File: src/rtl/dp_sequencer_pkg.sv
// Shared definitions for the datapath sequencer: FSM encoding, ALU opcodes, default width.
package dp_sequencer_pkg;

  // Default register-file / RAM address width.
  localparam int unsigned ADDR_W_DEFAULT = 6;

  // ALU operation codes.
  localparam logic [4:0] ALU_OP_NOP = 5'b00000;
  localparam logic [4:0] ALU_OP_ADD = 5'b00001;
  localparam logic [4:0] ALU_OP_SUB = 5'b00010;
  localparam logic [4:0] ALU_OP_AND = 5'b00011;
  localparam logic [4:0] ALU_OP_OR  = 5'b00100;
  localparam logic [4:0] ALU_OP_XOR = 5'b00101;

  // Sequencer FSM states, 3-bit encoding.
  typedef enum logic [2:0] {
    StIdle = 3'd0,
    StExec = 3'd1,
    StWait = 3'd2,
    StWb   = 3'd3,
    StDone = 3'd4
  } dp_state_e;

endpackage

File: src/rtl/dp_sequencer.sv
// Sequencer computing r[k] = r[k-2] op r[k-1] over a range of addresses.
// Each result: EXEC (ALU result written to RAM[k]), WAIT (RAM port-B read latency),
// WB (read-back written to reg[k]).
module dp_sequencer
  import dp_sequencer_pkg::*;
#(
  parameter int unsigned ADDR_W = ADDR_W_DEFAULT,
  parameter logic [4:0]  ALU_OP = ALU_OP_ADD
) (
  input  logic              clk,
  input  logic              rst_n,
  input  logic              start,
  input  logic [ADDR_W-1:0] base,
  input  logic [ADDR_W-1:0] count,
  output logic [ADDR_W-1:0] addr1,
  output logic [ADDR_W-1:0] addr2,
  output logic [ADDR_W-1:0] addr3,
  output logic [4:0]        alu_op,
  output logic              wea,
  output logic              wer,
  output logic              busy,
  output logic              done,
  output logic              err
);

  localparam logic [ADDR_W-1:0] KMax = {ADDR_W{1'b1}};

  dp_state_e         state_q, state_d;
  logic [ADDR_W-1:0] k_q, k_d;
  logic [ADDR_W-1:0] rem_q, rem_d;
  // err_q: rejected start (pulse next cycle) or overflow (pulse during DONE).
  logic              err_q, err_d;
  // zdone_q: done pulse for an accepted zero-length request, which never leaves IDLE.
  logic              zdone_q, zdone_d;

  // State, address counter and remaining counter registers.
  always_ff @(posedge clk or negedge rst_n) begin
    if (!rst_n) begin
      state_q <= StIdle;
      k_q     <= '0;
      rem_q   <= '0;
      err_q   <= 1'b0;
      zdone_q <= 1'b0;
    end else begin
      state_q <= state_d;
      k_q     <= k_d;
      rem_q   <= rem_d;
      err_q   <= err_d;
      zdone_q <= zdone_d;
    end
  end

  // Next-state logic and state-decoded outputs.
  always_comb begin
    state_d = state_q;
    k_d     = k_q;
    rem_d   = rem_q;
    err_d   = 1'b0;
    zdone_d = 1'b0;
    addr1   = '0;
    addr2   = '0;
    addr3   = '0;
    wea     = 1'b0;
    wer     = 1'b0;
    busy    = 1'b0;

    unique case (state_q)
      StIdle: begin
        if (start) begin
          if (base < ADDR_W'(2)) begin
            err_d = 1'b1;
          end else if (count == '0) begin
            zdone_d = 1'b1;
          end else begin
            k_d     = base;
            rem_d   = count;
            state_d = StExec;
          end
        end
      end
      StExec: begin
        addr1   = k_q - ADDR_W'(2);
        addr2   = k_q - ADDR_W'(1);
        addr3   = k_q;
        wea     = 1'b1;
        busy    = 1'b1;
        state_d = StWait;
      end
      StWait: begin
        addr3   = k_q;
        busy    = 1'b1;
        state_d = StWb;
      end
      StWb: begin
        addr3 = k_q;
        wer   = 1'b1;
        busy  = 1'b1;
        rem_d = rem_q - ADDR_W'(1);
        if (rem_q == ADDR_W'(1)) begin
          state_d = StDone;
        end else if (k_q == KMax) begin
          // Top of the address space reached with work left: stop rather than wrap.
          state_d = StDone;
          err_d   = 1'b1;
        end else begin
          k_d     = k_q + ADDR_W'(1);
          state_d = StExec;
        end
      end
      StDone: begin
        busy    = 1'b1;
        state_d = StIdle;
      end
      default: begin
        state_d = StIdle;
      end
    endcase

    done   = zdone_q | (state_q == StDone);
    err    = err_q;
    alu_op = ALU_OP;
  end

  // The two write strobes are mutually exclusive by construction.
  assert property (@(posedge clk) disable iff (!rst_n) !(wea && wer));

endmodule

File: config.mk
export PLATFORM = sky130hd
export DESIGN_NAME = dp_sequencer
export DESIGN_NICKNAME = d
export VERILOG_FILES = /design/src/rtl/dp_sequencer_pkg.sv /design/src/rtl/dp_sequencer.sv
export SDC_FILE = /design/constraint.sdc
export NUM_CORES = 1
export LEC_CHECK = 0
export ABC_AREA = 1
export CAP_MARGIN = 20
export CORE_MARGIN = 2
export CORE_UTILIZATION = 51
export CTS_BUF_LIST = sky130_fd_sc_hd__clkbuf_8 sky130_fd_sc_hd__clkbuf_16
export DETAILED_ROUTE_END_ITERATION = 6
export PLACE_DENSITY = 0.84
export SLEW_MARGIN = 20
export SYNTH_ARGS = -nofsm -noshare
export SYNTH_HDL_FRONTEND = slang
export SYNTH_SLANG_ARGS = --single-unit
File: constraint.sdc
create_clock -name clk -period 2.9 [get_ports clk]
set_clock_uncertainty 0.15 [all_clocks]
set_input_delay 0.435 -clock clk [delete_from_list [all_inputs] [get_ports clk]]
set_output_delay 0.435 -clock clk [all_outputs]
set_load 0.005 [all_outputs]
Word level (Yosys, flattened, before mapping) --
Cells that the tools add are included.
Word-level totals: register bits after elaboration 17, input port bits 15, output and inout bits 28, logic and storage cells 61
Cells by class: add/sub/neg operators 4, $lt $le $gt $ge 1, equal/unequal tests 11, muxes and demuxes 31, bitwise operators 1, reduce and logical (&&, ||, !) cells 8
Operators with widths (number):
- two-way mux 6 bit | 11
- case mux 6 bit (2 select lines) | 2
- two-way mux 3 bit | 5
- case mux 3 bit (4 select lines) | 1
- subtractor 6 x 1 -> 6 bit (second input constant) | 2
- two-way mux 1 bit | 11
- != test 2 bit (second input constant) | 5
- adder 6 x 1 -> 6 bit (second input constant) | 1
- equality test 3 x 2 -> 1 bit (second input constant) | 2
- equality test 6 x 1 -> 1 bit (second input constant) | 1
- equality test 6 bit (second input constant) | 1
- zero test 6 bit | 1
- less-than comparator 6 x 2 -> 1 bit (second input constant) | 1
- AND reduction 6 bit | 1
- subtractor 6 x 2 -> 6 bit (second input constant) | 1
- AND reduction 4 bit | 1
- OR reduction 4 bit | 1
- equality test 3 x 1 -> 1 bit (second input constant) | 1
- equality test 3 bit (second input constant) | 1
- zero test 3 bit | 1
- AND reduction 3 bit | 1
- OR reduction 3 bit | 1
- case mux 1 bit (2 select lines) | 1
- nonzero test 2 bit | 1
- bitwise OR 1 bit | 1

Longest topological paths before layout --
Gate-level depths: netlist of run 1.
word-level depth 5, depth in mapped cells 10, depth with buffers taken out 8

Worst setup path after synthesis of run 1 --
OpenSTA, ideal clock, no wires.
path type flip-flop to output port, start point reg state_q[2], end point out addr2[5], data arrival time 1.237 ns, data required time 2.315 ns, setup slack 1.078 ns, cell stages (with the launch flop) 8, buffers on the path 0, cell sequence dfrtp_1 > inv_1 > nand2_1 > nor2_1 > inv_2 > nor2_1 > nand2_1 > a21oi_1
On the way: longest elaborated chain between the ends 2
RTL lines:
- start: declaration | line dp_sequencer.sv:28 | dp_state_e state_q, state_d;
- start signal: assignment | line dp_sequencer.sv:39 | state_q <= StIdle;
- start signal: assignment | line dp_sequencer.sv:45 | state_q <= state_d;
- equality test 3 x 1 -> 1 bit | line dp_sequencer.sv:67 | unique case (state_q)
- two-way mux 6 bit | line dp_sequencer.sv:67
- end: declaration | line dp_sequencer.sv:16 | output logic [ADDR_W-1:0] addr2,
Every way passes these cells.

Worst setup path in the final report of run 1 --
start point reg k_q[1], end point out addr2[5]
On the way: longest elaborated chain between the ends 2
RTL lines:
- start: declaration | line dp_sequencer.sv:29 | logic [ADDR_W-1:0] k_q, k_d;
- start signal: assignment | line dp_sequencer.sv:46 | k_q <= k_d;
- subtractor 6 x 1 -> 6 bit | line dp_sequencer.sv:83 | addr2 = k_q - ADDR_W'(1);
- two-way mux 6 bit | line dp_sequencer.sv:67
Every way passes these cells.

==> results.py, run 1 <==
metrics = {
    "layout": {
        "final_area_sq_um": 1860,
        "antenna_cells": 0,
        "nFillCells": 243,
        "final_nets": 289,
        "final_cells": 297,
        "final_common_cell": "nand2_1",
        "syn_to_final_growth_pct": 27.4,
        "drive_gt1_frac": 0.0602,
        "mostFrequentLayoutCells": "nand2_1 (75), clkdlybuf4s50_1 (37), nor2_1 (36), inv_1 (19), dfrtp_1 (17)",
    },
    "pwr": {
        "p_sw_frac": 0.389,
        "p_int_uw": 550,
        "p_leak_nw": 0.902,
        "ir_drop_v": 0.000338,
        "pwr-share-clk": 0.207,
        "p_total_uw": 900,
        "power.share.sequential": 0.355,
        "comb_power_share": 0.438,
        "p_sw_uw": 350,
        "power_density_nw_per_um2": 485,
    },
    "sta": {
        "hold_violations": 0,
        "whs_ns": 0.445,
        "rsz0062_at_grt": "no",
        "fmaxAchievable_mhz": 378,
        "drv_slew": 0,
        "slew_headroom": 0.483,
        "period_share": 0.912,
        "setup_violations": 0,
        "tightestPinTransition_ns": 0.774,
        "tns_ns": 0,
        "period_needed_ns": 2.65,
    },
    "worst_setup_path": {
        "path_delay_family": "buffers and inverters",
        "cp.required_ns": 2.32,
        "slowest_stage": "clkdlybuf4s50_1",
        "path_class": "reg2out",
        "crit_buf_inv": 2,
        "end_kind": "primary output",
        "path_cells": "inv_1 -> ha_1 -> nand2_1 -> nor2_1 -> a21oi_1 -> a21oi_1 -> clkdlybuf4s50_1",
        "crit_path_max_incr_delay_ns": 0.51,
        "arrival_ns": 2.06,
        "startpoint_type": "flip-flop",
        "crit_fanout": 6,
        "path_common_cell": "a21oi_1",
    },
    "floorplanning": {
        "dieWidth_um": 57.4,
        "die_y_um": 57.4,
        "coreArea_sq_um": 2730,
        "ioPinCount": 43,
        "rows": 19,
        "start_util": 0.533,
        "die_area_sq_um": 3300,
    },
    "clock_network": {
        "hold_buffers": 0,
        "cts.clk_slew.worst_paths_ns": 0.08,
        "postCtsResizedCells": 0,
        "htree_levels": 1,
        "cts_sinks": 17,
        "post_cts_buffers": 0,
        "cts_tree": "done",
        "clk_latency_ns": 0.26,
        "numCtsBuffers": 3,
        "root_buffer": "clkbuf_8",
        "clock_path_buffers": 2,
    },
    "synth": {
        "synth_xor_area_frac": 0,
        "synth-compound-area-share": 0.112,
        "synth.distinct_cells": 29,
        "avgSynthCellArea_sq_um": 6.28,
        "ys_ff_latch": 17,
        "ys_seq_area_frac": 0.292,
        "yosys.area_share.adder": 0.0601,
        "yosys_warnings": 0,
        "synth_top_family_by_area": "simple AND/OR/NAND/NOR gates",
        "synthCells": 232,
        "syn_area_sq_um": 1460,
        "synthMuxAreaShare": 0,
        "synthSimpleGateAreaFrac": 0.426,
    },
    "grt": {
        "antenna_found_initial": 0,
        "grt_pass1_vias": 1346,
        "overflow": 0,
        "track_usage": 0.219,
        "grt_max_degree": 20,
        "grt_pass1_wl_mm": 5.70,
    },
    "place": {
        "place.gp.congestion": 0.854,
        "dpl_cell_area_sq_um": 1810,
        "dpl.hpwl_mm": 2.53,
        "numPortBuffers": 37,
        "dp_cells": 293,
    },
    "drt": {
        "drt-total-wl_mm": 3.26,
        "drcViolationCount": 0,
        "wire_per_inst_um": 11.0,
        "first_iter_violations": 61,
        "viasPerCell": 5.20,
        "vias": 1544,
        "drtPass1Iterations": 4,
        "ant_nets": 0,
    },
    "min_path": {
        "hold_class": "reg2reg",
    },
    "job": {
        "drv_cap": 0,
    },
    "status": {
        "status": "completed",
    },
}
worst reg2reg max path: stages (launching register included):
cell and delay [ns]:
dfrtp_1 0.41, inv_1 0.13, nand3_2 0.31, nand2_1 0.16
o21ai_1 0.11, nor2_2 0.36, nand3_1 0.13, nand2_1 0.08
metrics by stage:
step	setup WS, ns	util
after floorplan	1.08	-
after global placement	0.545	0.661
after detailed placement	0.538	0.661
after CTS	0.256	0.679
after global routing	0.0528	0.679
final	0.255	0.679
worst paths after layout:
path | start | to | slack (ns) | cells after the start
max in group asynchronous | rst_n | k_q[4] | 1.63 | 1
setup reg to reg | state_q[2] | k_q[5] | 1.00 | 7
setup / recovery | k_q[1] | addr2[5] | 0.25 | 7
hold reg to reg | rem_q[5] | rem_q[5] | 0.44 | 2
hold / removal | rem_q[5] | rem_q[5] | 0.44 | 2
min in group asynchronous | rst_n | rem_q[0] | 0.47 | 1
Yosys cell counts:
cell	number	area, sq um
nor2_4	1	11.3
inv_2	1	3.75
buf_4	7	52.6
o31ai_1	1	7.51
nor2_1	36	135
inv_1	19	71.3
nand3_2	2	20.0
o21ai_1	3	15.0
o21ai_0	13	65.1
nor2_2	2	12.5
a21oi_1	9	45.0
clkbuf_2	1	5.00
dfrtp_1	17	425
conb_1	2	7.51
buf_6	1	11.3
a31oi_1	1	6.26
nand4_1	7	43.8
clkbuf_1	1	3.75
nor4_1	1	6.26
a211oi_1	1	7.51
nor3_1	3	15.0
o21bai_1	1	7.51
ha_1	7	87.6
nand2_1	75	282
o21ai_2	1	8.76
nand3_1	14	70.1
or2_2	3	18.8
nand2_2	1	6.26
buf_2	1	5.00
power by group through the flow:
| stage | sequential (mW) | combinational [mW] | clock (mW) |
|---|---|---|---|
| global placement | 0.322 | 0.387 | 0 |
| floorplan | 0.301 | 0.270 | 0 |
| global route | 0.327 | 0.451 | 0.197 |
| CTS | 0.318 | 0.394 | 0.186 |
| finish | 0.320 | 0.394 | 0.186 |
| detailed placement | 0.323 | 0.392 | 0 |
final cells by class:
class | instances | area (sq um) | share of cell area
clock inverter | 1 | 7.51 | 0.00405
inverter | 20 | 75.1 | 0.0405
timing repair buffer | 38 | 378 | 0.204
clock buffer | 3 | 41.3 | 0.0223
tap | 31 | 38.8 | 0.0209
sequential | 17 | 425 | 0.229
multi-input combinational | 187 | 890 | 0.479
state kept, by name, summed over array words and instances, names as in the netlist:
name	count
err	1
k_q	6
rem_q	6
state_q	3
zdone_q	1
kinds of logic (layout without fill, tap and decap cells):
logic type	count (synthesis)	after routing
other	2	5
AND/OR/NAND/NOR	145	145
AO/OA/AOI/OAI	30	30
buffers and inverters	31	62
adder cells (fa/ha/maj)	7	7
flip-flops	17	17
layer usage:
layer / track usage / wire length, um
met1: 0.321 / 1560
met5: 0 / 0
met4: 0.0897 / 38
met2: 0.325 / 1420
met3: 0.0295 / 236
Power figures use the tool's default switching activity.
==> run 2, diff against run 1 <==
--- a/config.mk
+++ b/config.mk
@@ -8,10 +8,11 @@
 export ABC_AREA = 1
 export CAP_MARGIN = 20
 export CORE_MARGIN = 2
-export CORE_UTILIZATION = 51
+export CORE_UTILIZATION = 53
 export CTS_BUF_LIST = sky130_fd_sc_hd__clkbuf_8 sky130_fd_sc_hd__clkbuf_16
 export DETAILED_ROUTE_END_ITERATION = 6
-export PLACE_DENSITY = 0.84
+export DONT_BUFFER_PORTS = 1
+export PLACE_DENSITY = 0.67
 export SLEW_MARGIN = 20
 export SYNTH_ARGS = -nofsm -noshare
 export SYNTH_HDL_FRONTEND = slang
==> run 2 against run 1 <==
Sequential share of layout area up 5.5 points. Via count fell by 8.0%. Count of clock-buffer cells in the layout stayed put. Combinational power decreased by 24%. Wire length is 0.89% higher. Critical endpoint unchanged.
==> results.py, run 2 (synthesis results as in run 1) <==
metrics = {
    "worst_setup_path": {
        "crit_fanout": 9,
        "r2r_setup_slack_ns": 0.99,
        "crit_start": "state_q[2]",
        "timing.rr.start": "state_q[2]",
        "cp.required_ns": 2.32,
        "arrival_ns": 1.69,
        "startpoint_type": "flip-flop",
        "reg2reg_to": "k_q[5]",
        "path_class": "reg2out",
        "reg2reg_depth": 7,
        "end_kind": "primary output",
    },
    "drt": {
        "drtPass1Iterations": 7,
        "wire_per_inst_um": 12.6,
        "vias": 1421,
        "first_iter_violations": 70,
        "viasPerCell": 5.44,
        "ant_nets": 0,
        "drt-total-wl_mm": 3.29,
        "drcViolationCount": 0,
    },
    "job": {
        "drv_cap": 0,
    },
    "sta": {
        "period_share": 0.784,
        "hold_violations": 0,
        "tightestPinTransition_ns": 0.771,
        "period_needed_ns": 2.27,
        "drv_slew": 0,
        "tns_ns": 0,
        "slew_headroom": 0.484,
        "whs_ns": 0.177,
        "setup_violations": 0,
        "rsz0062_at_grt": "no",
        "fmaxAchievable_mhz": 440,
    },
    "min_path": {
        "hold_class": "in2reg",
        "min-delay-start": "start",
        "hold_depth": 2,
        "worstHoldEndpoint": "zdone_q",
    },
    "clock_network": {
        "htree_levels": 1,
        "postCtsResizedCells": 0,
        "cts.clk_slew.worst_paths_ns": 0.07,
        "numCtsBuffers": 3,
        "root_buffer": "clkbuf_8",
        "cts_sinks": 17,
        "clock_path_buffers": 2,
        "clk_latency_ns": 0.26,
        "cts_tree": "done",
    },
    "layout": {
        "final_nets": 253,
        "final_area_sq_um": 1500,
        "final-seq-area_sq_um": 425,
        "final_common_cell": "nand2_1",
        "reg_top3": "k_q: 6 flops, rem_q: 6 flops, state_q: 3 flops",
        "drive_gt1_frac": 0.0696,
        "syn_to_final_growth_pct": 2.66,
        "multi_input_area_sq_um": 890,
        "nFillCells": 298,
        "antenna_cells": 0,
        "utilization": 0.557,
        "mostFrequentLayoutCells": "nand2_1 (75), nor2_1 (36), inv_1 (19), dfrtp_1 (17), nand3_1 (14)",
    },
    "grt": {
        "grt_max_degree": 20,
        "overflow": 0,
        "antenna_found_initial": 0,
        "grt_pass1_vias": 1272,
        "grt_pass1_wl_mm": 5.65,
        "track_usage": 0.221,
    },
    "pwr": {
        "p_sw_frac": 0.417,
        "p_int_uw": 470,
        "ir_drop_v": 0.000317,
        "power_density_nw_per_um2": 539,
        "p_sw_uw": 337,
        "pwr-share-clk": 0.232,
        "comb_power_share": 0.372,
        "power.share.sequential": 0.396,
        "p_total_uw": 806,
        "p_leak_nw": 0.769,
    },
    "place": {
        "place.gp.congestion": 0.852,
        "numPortBuffers": 0,
        "dpl.hpwl_mm": 2.57,
        "dpl_cell_area_sq_um": 1440,
    },
    "floorplanning": {
        "ioPinCount": 43,
        "die_area_sq_um": 3180,
        "start_util": 0.542,
        "dieWidth_um": 56.4,
        "coreArea_sq_um": 2690,
        "die_y_um": 56.4,
        "rows": 19,
    },
    "status": {
        "status": "completed",
    },
}
[run 2: layout make-up]
type,instances,area share
Clock buffer,3,0.0276
Inverter,20,0.0502
Tap cell,31,0.0259
Timing Repair Buffer,2,0.0117
Multi-Input combinational cell,187,0.595
Clock inverter,1,0.00502
Sequential cell,17,0.285
[run 2: how the worst max path moves through the flow]
stage          endpoint  slack (ns)  depth (start not counted)
2_1_floorplan  addr2[5]        1.08                          7
3_3_place_gp   addr2[5]        0.96                          7
3_5_place_dp   addr2[5]        0.91                          7
4_1_cts        addr2[5]        0.61                          7
5_1_grt        addr2[5]        0.46                          7
6_report       addr2[5]        0.63                          7
[run 2: metrics by stage]
step,setup slack (ns),instances
final,0.627,261
after global routing,0.464,261
after CTS,0.612,261
after detailed placement,0.907,256
after global placement,0.958,256
after floorplan,1.08,235
[run 2: per-layer routing]
layer  GRT usage  share of wire
met2       0.357           0.45
met3      0.0484          0.069
met4      0.0408         0.0094
met1       0.306           0.47
met5           0              0
[run 2: power by group through the flow]
stage | clock network (mW) | registers [mW] | logic, mW
floorplan | 0 | 0.301 | 0.270
global placement | 0 | 0.322 | 0.285
detailed placement | 0 | 0.323 | 0.293
CTS | 0.191 | 0.319 | 0.300
global route | 0.201 | 0.327 | 0.350
finish | 0.187 | 0.320 | 0.300
[run 2: worst max-delay path, stage by stage, from the launching register on]
cell and delay, ns:
dfrtp_1 0.40, inv_1 0.14, nand2_1 0.06, nor2_1 0.27, inv_2 0.15, nor2_1 0.17
nand2_1 0.07, a21oi_1 0.16
[run 2: timing repair]
item | 4_1_cts | 5_1_grt
hold buffers | 1 | 0
hold endpoints to repair | 17 | 0
setup buffers | 0 | 0
==> run 3, diff against run 2 <==
==> constraint.sdc (replaced) <==
create_clock -name clk -period 2.1 [get_ports clk]
set_clock_uncertainty 0.15 [all_clocks]
set_input_delay 0.315 -clock clk [delete_from_list [all_inputs] [get_ports clk]]
set_output_delay 0.315 -clock clk [all_outputs]
set_load 0.005 [all_outputs]
==> run 3 against run 2 <==
Count of clock-buffer cells in the layout unchanged. First-iteration DRC count increased by 40%. Core utilization increased by 0.93 points. Via count increased by 3.4%. Wire length is 5.4% higher. Largest power group unchanged.
==> results.py, run 3 (synthesis results as in run 1) <==
metrics = {
    "worst_setup_path": {
        "crit_path_max_incr_delay_ns": 0.47,
        "end_kind": "primary output",
        "startpoint_type": "flip-flop",
        "crit_buf_inv": 1,
        "crit_fanout": 6,
        "cp.required_ns": 1.63,
        "path_cells": "inv_2 -> ha_1 -> nand2_1 -> a21oi_1 -> a211oi_1",
        "arrival_ns": 1.53,
        "path_class": "reg2out",
        "path_delay_family": "flip-flops",
        "slowest_stage": "dfrtp_1",
    },
    "sta": {
        "period_needed_ns": 1.99,
        "whs_ns": 0.0600,
        "fmaxAchievable_mhz": 502,
        "tns_ns": 0,
        "period_share": 0.949,
        "tightestPinTransition_ns": 0.792,
        "slew_headroom": 0.470,
        "drv_slew": 0,
        "hold_violations": 0,
        "setup_violations": 0,
        "rsz0062_at_grt": "no",
    },
    "place": {
        "dp_cells": 258,
        "dpl_cell_area_sq_um": 1450,
        "numPortBuffers": 0,
        "dpl.hpwl_mm": 2.70,
        "place.gp.congestion": 0.846,
    },
    "drt": {
        "drcViolationCount": 0,
        "drt-total-wl_mm": 3.46,
        "viasPerCell": 5.59,
        "first_iter_violations": 98,
        "ant_nets": 0,
        "wire_per_inst_um": 13.2,
        "vias": 1470,
        "drtPass1Iterations": 4,
    },
    "pwr": {
        "ir_drop_v": 0.000413,
        "p_total_mw": 1.14,
        "power_density_nw_per_um2": 750,
        "p_leak_nw": 0.773,
    },
    "floorplanning": {
        "die_area_sq_um": 3180,
        "die_y_um": 56.4,
        "start_util": 0.542,
        "ioPinCount": 43,
        "dieWidth_um": 56.4,
        "rows": 19,
        "coreArea_sq_um": 2690,
    },
    "layout": {
        "multi_input_area_sq_um": 897,
        "final_area_sq_um": 1520,
        "reg_top3": "k_q: 6 flops, rem_q: 6 flops, state_q: 3 flops",
        "syn_to_final_growth_pct": 4.38,
        "drive_gt1_frac": 0.112,
        "final-seq-area_sq_um": 428,
        "mostFrequentLayoutCells": "nand2_1 (75), nor2_1 (34), inv_1 (16), dfrtp_1 (15), nand3_1 (14)",
        "final_nets": 255,
        "antenna_cells": 0,
        "nFillCells": 287,
        "final_cells": 263,
        "final_common_cell": "nand2_1",
    },
    "grt": {
        "grt_pass1_wl_mm": 6.15,
        "overflow": 0,
        "track_usage": 0.238,
        "grt_pass1_vias": 1369,
        "grt_max_degree": 18,
        "antenna_found_initial": 0,
    },
    "job": {
        "drv_cap": 0,
    },
    "clock_network": {
        "clk_latency_ns": 0.26,
        "htree_levels": 1,
        "clock_path_buffers": 2,
        "cts.clk_slew.worst_paths_ns": 0.08,
        "cts_tree": "done",
        "root_buffer": "clkbuf_8",
        "numCtsBuffers": 3,
        "cts_sinks": 17,
    },
    "status": {
        "status": "completed",
    },
    "min_path": {
        "hold_class": "in2reg",
    },
}
[run 3: cell types whose count changed in the layout (fill, tap and decap cells not counted)]
cell,before,now
inv_1,19,16
inv_2,1,4
buf_4,1,3
dfrtp_1,17,15
dfrtp_2,0,2
nor2_1,36,34
nor2_2,2,4
ha_1,7,6
ha_2,0,1
[run 3: worst paths after layout]
kind                            start       end  slack, ns  cells after the start
min                             start   zdone_q       0.06                      2
max reg2reg                state_q[0]    k_q[5]       0.26                      6
max in group asynchronous       rst_n    k_q[2]       0.82                      1
min reg2reg                  rem_q[4]  rem_q[4]       0.45                      2
max                            k_q[1]  addr2[3]       0.11                      5
min in group asynchronous       rst_n  rem_q[1]       0.43                      1
[run 3: through the flow]
stage                     utilization  setup slack (ns)
final                           0.566             0.108
after global routing            0.566            0.0177
after CTS                       0.562            0.0161
after detailed placement        0.540             0.292
after global placement          0.540             0.328
after floorplan                     -             0.398
[run 3: area by class of cell]
class | count | share of cell area
Clock buffer | 3 | 0.0272
Clock inverter | 1 | 0.00494
Inverter | 20 | 0.0494
Multi-Input combinational cell | 187 | 0.590
Sequential cell | 17 | 0.281
Tap cell | 31 | 0.0255
Timing Repair Buffer | 4 | 0.0214
[run 3: what timing repair did]
item                       in CTS  in global routing
resized for setup               0                  8
setup endpoints to repair       0                  4
hold buffers                    1                  0
hold endpoints to repair       17                  0
setup buffers                   0                  0
[run 3: per-layer routing]
| layer | vias to the layer above | routed length, um | GRT usage |
|---|---|---|---|
| met4 | 0 | 49 | 0.0680 |
| met5 | - | 0 | 0 |
| li1 | 731 | - | - |
| met1 | 671 | 1620 | 0.344 |
| met2 | 61 | 1540 | 0.372 |
| met3 | 7 | 254 | 0.0323 |
[run 3: where the power goes]
part	internal, mW	switching (mW)	total, mW
logic	0.153	0.278	0.431
registers	0.372	0.0781	0.450
clock network	0.134	0.125	0.259
[run 3: worst reg2reg max path: stages, from the launching register on]
cell	delay [ns]
dfrtp_1	0.49
nand3_2	0.29
nand2_1	0.14
o21ai_1	0.11
nor2_2	0.37
nand3_1	0.15
nand2_1	0.08
